$ cat config.mk
export PLATFORM = sky130hd
export DESIGN_NAME = wport_arbiter
export DESIGN_NICKNAME = d
export VERILOG_FILES = /design/src/rtl/wport_arbiter_pkg.sv /design/src/rtl/wport_fifo.sv /design/src/rtl/wport_arbiter.sv
export SDC_FILE = /design/constraint.sdc
export NUM_CORES = 1
export LEC_CHECK = 0
export ABC_AREA = 1
export ABC_CLOCK_PERIOD_IN_PS = 3800
export BUFFER_PORTS_ARGS = -buffer_cell sky130_fd_sc_hd__buf_4
export CORE_MARGIN = 10
export CORE_UTILIZATION = 53
export CTS_BUF_LIST = sky130_fd_sc_hd__clkbuf_2 sky130_fd_sc_hd__clkbuf_4 sky130_fd_sc_hd__clkbuf_8
export DETAILED_ROUTE_END_ITERATION = 8
export PLACE_DENSITY = 0.82
export SYNTH_ARGS = -nofsm -noshare
export SYNTH_HDL_FRONTEND = slang
export SYNTH_HIERARCHICAL = 1
export SYNTH_SLANG_ARGS = --single-unit
$ cat constraint.sdc
create_clock -name clk -period 3.8 [get_ports clk]
set_clock_uncertainty 0.05 [all_clocks]
set_input_delay 0 -clock clk [delete_from_list [all_inputs] [get_ports clk]]
set_output_delay 0 -clock clk [all_outputs]
set_load 0.05 [all_outputs]
$ cat src/rtl/wport_arbiter_pkg.sv
// Shared types and defaults for the register-file write-port arbiter.
// Holds queue/starvation defaults, the write request struct and the grant encoding.
package wport_arbiter_pkg;

    localparam int WPORT_STARVE_MAX = 4;
    localparam int WPORT_DEPTH      = 2;

    // Field "rd" is the destination register ("reg" is a reserved word).
    typedef struct packed {
        logic [4:0]  rd;
        logic [31:0] data;
    } wport_req_t;

    localparam int WPORT_REQ_W = $bits(wport_req_t);

    typedef enum logic [1:0] {
        GNT_NONE = 2'd0,
        GNT_WB   = 2'd1,
        GNT_LQ   = 2'd2
    } wport_grant_t;

endpackage

$ cat src/rtl/wport_fifo.sv
// DEPTH-entry synchronous FIFO holding long-latency results awaiting the write port.
// Registered occupancy is exported so the arbiter can derive ready/grant from it.
module wport_fifo
    import wport_arbiter_pkg::*;
#(
    parameter int DEPTH = WPORT_DEPTH
) (
    input  logic                          clk,
    input  logic                          reset_n,
    input  logic                          push,
    input  logic [WPORT_REQ_W-1:0]        push_data,
    input  logic                          pop,
    output logic [WPORT_REQ_W-1:0]        head,
    output logic [$clog2(DEPTH+1)-1:0]    count
);

    localparam int CW = $clog2(DEPTH + 1);
    localparam int PW = (DEPTH > 1) ? $clog2(DEPTH) : 1;

    logic [WPORT_REQ_W-1:0] mem [DEPTH];
    logic [PW-1:0]          wr_ptr;
    logic [PW-1:0]          rd_ptr;
    logic                   wr_en;
    logic                   rd_en;

    function automatic logic [PW-1:0] ptr_inc(input logic [PW-1:0] p);
        return (p == PW'(DEPTH - 1)) ? '0 : p + 1'b1;
    endfunction

    assign wr_en = push && (count != CW'(DEPTH));
    assign rd_en = pop && (count != '0);
    assign head  = mem[rd_ptr];

    // Storage carries no reset: occupancy alone decides which entries are live.
    always_ff @(posedge clk) begin
        if (wr_en)
            mem[wr_ptr] <= push_data;
    end

    always_ff @(posedge clk or negedge reset_n) begin
        if (!reset_n) begin
            wr_ptr <= '0;
            rd_ptr <= '0;
            count  <= '0;
        end else begin
            if (wr_en)
                wr_ptr <= ptr_inc(wr_ptr);
            if (rd_en)
                rd_ptr <= ptr_inc(rd_ptr);
            case ({wr_en, rd_en})
                2'b10:   count <= count + 1'b1;
                2'b01:   count <= count - 1'b1;
                default: count <= count;
            endcase
        end
    end

endmodule

$ cat src/rtl/wport_arbiter.sv
// Owns the single register-file write port, sharing it between the writeback stage
// and a small queue of long-latency results with a starvation guard on the queue.
module wport_arbiter
    import wport_arbiter_pkg::*;
#(
    parameter int STARVE_MAX = WPORT_STARVE_MAX,
    parameter int DEPTH      = WPORT_DEPTH
) (
    input  logic        clk,
    input  logic        reset_n,
    input  logic        wb_valid,
    input  logic [4:0]  wb_reg,
    input  logic [31:0] wb_data,
    output logic        wb_stall,
    input  logic        lu_valid,
    input  logic [4:0]  lu_reg,
    input  logic [31:0] lu_data,
    output logic        lu_ready,
    output logic [4:0]  wreg,
    output logic [31:0] wdata,
    output logic        wen
);

    localparam int CW = $clog2(DEPTH + 1);
    localparam int SW = (STARVE_MAX > 0) ? $clog2(STARVE_MAX + 1) : 1;

    logic [CW-1:0]          count;
    logic [SW-1:0]          starve;
    logic [WPORT_REQ_W-1:0] head_bits;
    wport_req_t             head;
    wport_req_t             lu_req;
    wport_grant_t           grant;
    logic                   q_nonempty;
    logic                   starved;
    logic                   push;

    assign q_nonempty = (count != '0);
    assign starved    = (starve == SW'(STARVE_MAX));
    assign lu_ready   = (count != CW'(DEPTH));
    // Writes to r0 are dropped here so they never cost a port slot.
    assign push       = lu_valid && lu_ready && (lu_reg != 5'd0);
    assign lu_req     = '{rd: lu_reg, data: lu_data};
    assign head       = wport_req_t'(head_bits);

    wport_fifo #(
        .DEPTH (DEPTH)
    ) u_fifo (
        .clk       (clk),
        .reset_n   (reset_n),
        .push      (push),
        .push_data (lu_req),
        .pop       (grant == GNT_LQ),
        .head      (head_bits),
        .count     (count)
    );

    always_comb begin
        grant = GNT_NONE;
        if (q_nonempty && starved)
            grant = GNT_LQ;
        else if (wb_valid)
            grant = GNT_WB;
        else if (q_nonempty)
            grant = GNT_LQ;
    end

    always_comb begin
        wen      = 1'b0;
        wb_stall = 1'b0;
        wreg     = wb_reg;
        wdata    = wb_data;
        case (grant)
            GNT_WB: wen = 1'b1;
            GNT_LQ: begin
                wen      = 1'b1;
                wb_stall = wb_valid;
                wreg     = head.rd;
                wdata    = head.data;
            end
            default: ;
        endcase
    end

    // Counts consecutive cycles a queued result lost the port to writeback.
    always_ff @(posedge clk or negedge reset_n) begin
        if (!reset_n)
            starve <= '0;
        else if (!q_nonempty || grant == GNT_LQ)
            starve <= '0;
        else if (grant == GNT_WB && !starved)
            starve <= starve + 1'b1;
    end

    a_stall_needs_valid: assert property (@(posedge clk) disable iff (!reset_n)
        wb_stall |-> wb_valid);
    a_count_bound: assert property (@(posedge clk) disable iff (!reset_n)
        count <= CW'(DEPTH));

endmodule

==> results.py <==
metrics = {
    "status": {
        "status": "finished, final reports clean",
    },
    "min_path": {
        "holdCritStartpoint": "lu_valid",
        "hold_path.class": "in -> reg",
        "hold_end": "u_fifo/wr_ptr$_DFFE_PN0P_",
        "whs_path_depth": 6,
    },
    "power_and_ir_drop": {
        "p_leak_nw": 2.38,
        "power.density_mw_per_mm2": 618,
        "power.total_mw": 3.23,
        "ir_worst_vdd_mv": 0.426,
    },
    "grt": {
        "grt_first_pass_wirelength_um": 14200,
        "antenna_found_initial": 0,
        "grt_max_degree": 39,
        "gr-total-overflow": 0,
        "grt_pass1_vias": 2865,
        "grt_use_total_pct": 16.3,
    },
    "die": {
        "rows": 30,
        "die_area_mm2": 0.0108,
        "start_util_pct": 54.9,
        "ios": 118,
        "core_mm2": 0.00683,
        "die_w_um": 104,
        "die_y_um": 104,
    },
    "drt": {
        "drc": 0,
        "ant_nets": 0,
        "wl_um": 9000,
        "drt-initial-drc-count": 143,
        "vias": 2781,
        "drtPass1Iterations": 4,
        "wire_per_inst_um": 15.7,
        "via_per_inst": 4.86,
    },
    "synthesis": {
        "synth_cell_types": 19,
        "syn-cell-area_mm2": 0.00375,
        "yosysTopAreaCell": "edfxtp_1",
        "yosysWarnings": 6,
        "avgSynthCellArea_um2": 12.0,
        "yosys-top-cells-count": "135 x nand2_1, 74 x edfxtp_1, 20 x inv_1, 20 x mux2_4, 17 x mux2_2",
        "synthArstFlopShare_pct": 8.64,
        "netlist_instances": 312,
        "yosysMostFrequentCell": "nand2_1",
        "yosys.area.top_type_share_pct": 59.2,
        "yosysSeqAreaShare_pct": 63.9,
        "ys_top_cells_by_area": "edfxtp_1 59%, nand2_1 14%, mux2_4 8.0%",
        "syn-num-nets": 395,
        "synthFlopType": "edfxtp_1",
        "synth_edf_count": 74,
        "synth-seq-cells": 81,
    },
    "cells_and_area": {
        "synthToLayoutAreaGrowth_pct": 39.5,
        "diodes": 0,
        "nets": 554,
        "drive_gt1_share_pct": 37.2,
    },
    "clocking": {
        "cts_tree": "done",
        "cts_sinks": 81,
        "cts_buffer_depth": 2,
        "cts_setup_buffers": 0,
        "clk_latency_ns": 0.34,
        "path_clk_slew_ns": 0.08,
        "cts_buffers": 9,
        "cts_max_level": 3,
        "root_buffer": "clkbuf_8",
    },
    "setup_path": {
        "startpoint": "starve[0]$_DFFE_PN0P_",
        "r2r-end": "u_fifo/count[1]$_DFFE_PN0P_",
        "crit_chain": "inv_1, ha_1, nand2_1, a21oi_1, ha_2, buf_4, mux2_2, buf_4",
        "worstSetupPathType": "reg -> out",
        "cp.arrival_ns": 2.92,
        "r2r_cells": 12,
        "reg2reg_from": "starve[0]$_DFFE_PN0P_",
        "required_ns": 3.75,
        "path_buf_inv": 3,
        "cpPeakStageDelay_ns": 0.65,
        "path_max_fanout": 24,
        "cp_common_cell": "buf_4",
        "crit_slowest_cell": "ha_2",
        "worst_setup_path_end_kind": "primary output",
        "start_kind": "flip-flop",
        "cp_num_cells": 8,
        "r2r_setup_slack_ns": 1.28,
        "critical_path.top_delay_family": "adder cells",
    },
    "sta": {
        "hold_viol": 0,
        "rsz0062_at_grt": "false",
        "slew_headroom_pct": 22.7,
        "fin_tns_setup_ns": 0,
        "fmax_ghz": 0.337,
        "setup_ws_ns": 0.833,
        "final_max_slew_viol_count": 0,
        "worstMarginPinSlew_ns": 1.16,
        "fin_crit_ns": 2.97,
        "min_period_over_period_pct": 78.1,
        "setup_viol": 0,
    },
    "place": {
        "port_buffers": 117,
        "hpwl_um": 6120,
        "pre_cts_ws_ns": 1.21,
        "gp_congestion": 0.726,
    },
    "job": {
        "cap_violations": 0,
    },
}
==> metal layers <==
metal / vias up / share of wire [%] / GRT usage, %
li1: 1357 / - / -
met1: 1296 / 40 / 17.9
met2: 117 / 53 / 29.7
met3: 11 / 6.1 / 4.89
met4: 0 / 1.1 / 4.47
met5: - / 0 / 0
==> logic make-up (layout without fill, tap and decap cells) <==
group           after synthesis  count (layout)  share of synthesized area (%)
simple gates                151             151                           15.5
flops                        81              81                           63.9
mux                          37              37                           13.1
buf+inv                      33             197                           5.00
fa+ha+maj                     5               5                           1.67
compound gates                4               4                          0.600
xor+xnor                      1               1                          0.233
==> what timing repair did <==
action | 4_1_cts | 5_1_grt
endpoints found under the hold margin | 81 | 0
hold buffers | 39 | 0
gates resized for setup | 0 | 0
==> cell usage in the layout (no fill, tap or decap), drive strengths merged <==
cell type    count
clkbuf           9
xnor2            1
dlygate4sd3     39
o21ai            1
nand3            9
a21boi           1
dfrtp            7
edfxtp          74
nor2             6
ha               5
mux2            37
nand4            1
clkinv           7
buf            121
nand2          135
inv             21
a21oi            2
==> flip-flops by register name, summed over array words and instances, names as in the netlist <==
| signal | count |
|---|---|
| u_fifo/mem | 74 |
| starve | 3 |
| u_fifo/count | 2 |
| u_fifo/rd_ptr | 1 |
| u_fifo/wr_ptr | 1 |
==> worst max-delay path by stage <==
stage / to / slack (ns)
2_1_floorplan: u_fifo/mem[1][0]$_DFFE_PP_ / 0.95
3_3_place_gp: wdata[31] / 1.32
3_5_place_dp: wdata[31] / 1.21
4_1_cts: wdata[31] / 0.82
5_1_grt: wdata[31] / 0.69
6_report: wdata[31] / 0.83
==> tightest hold or removal path, stage by stage <==
cell      delay, ns
buf_4          0.11
a21boi_0       0.11
o21ai_0        0.10
inv_1          0.06
nand3_1        0.09
nand2_1        0.05
==> cell type report <==
class | count | area (um2)
fill | 442 | 1600
multi-input combinational | 198 | 1180
clock inverter | 7 | 37.5
inverter | 21 | 78.8
clock buffer | 9 | 124
timing repair buffer | 160 | 1300
tap | 96 | 120
sequential | 81 | 2400
==> where the power goes <==
group | internal (mW) | switching [mW]
clock network | 0.230 | 0.289
registers | 1.23 | 0.0718
logic | 0.481 | 0.936
==> through the flow <==
stage               hold WS [ns]  cell area (um2)  cells  utilization (%)
detailed placement        -0.233             4680    517             68.6
finish                     0.165             5240    572             76.6
floorplan                 -0.346             3750    312                -
global route               0.211             5240    572             76.6
CTS                        0.136             5240    572             76.6
global placement          -0.233             4680    517             68.6
No activity file was read; power rests on OpenSTA's default activity.
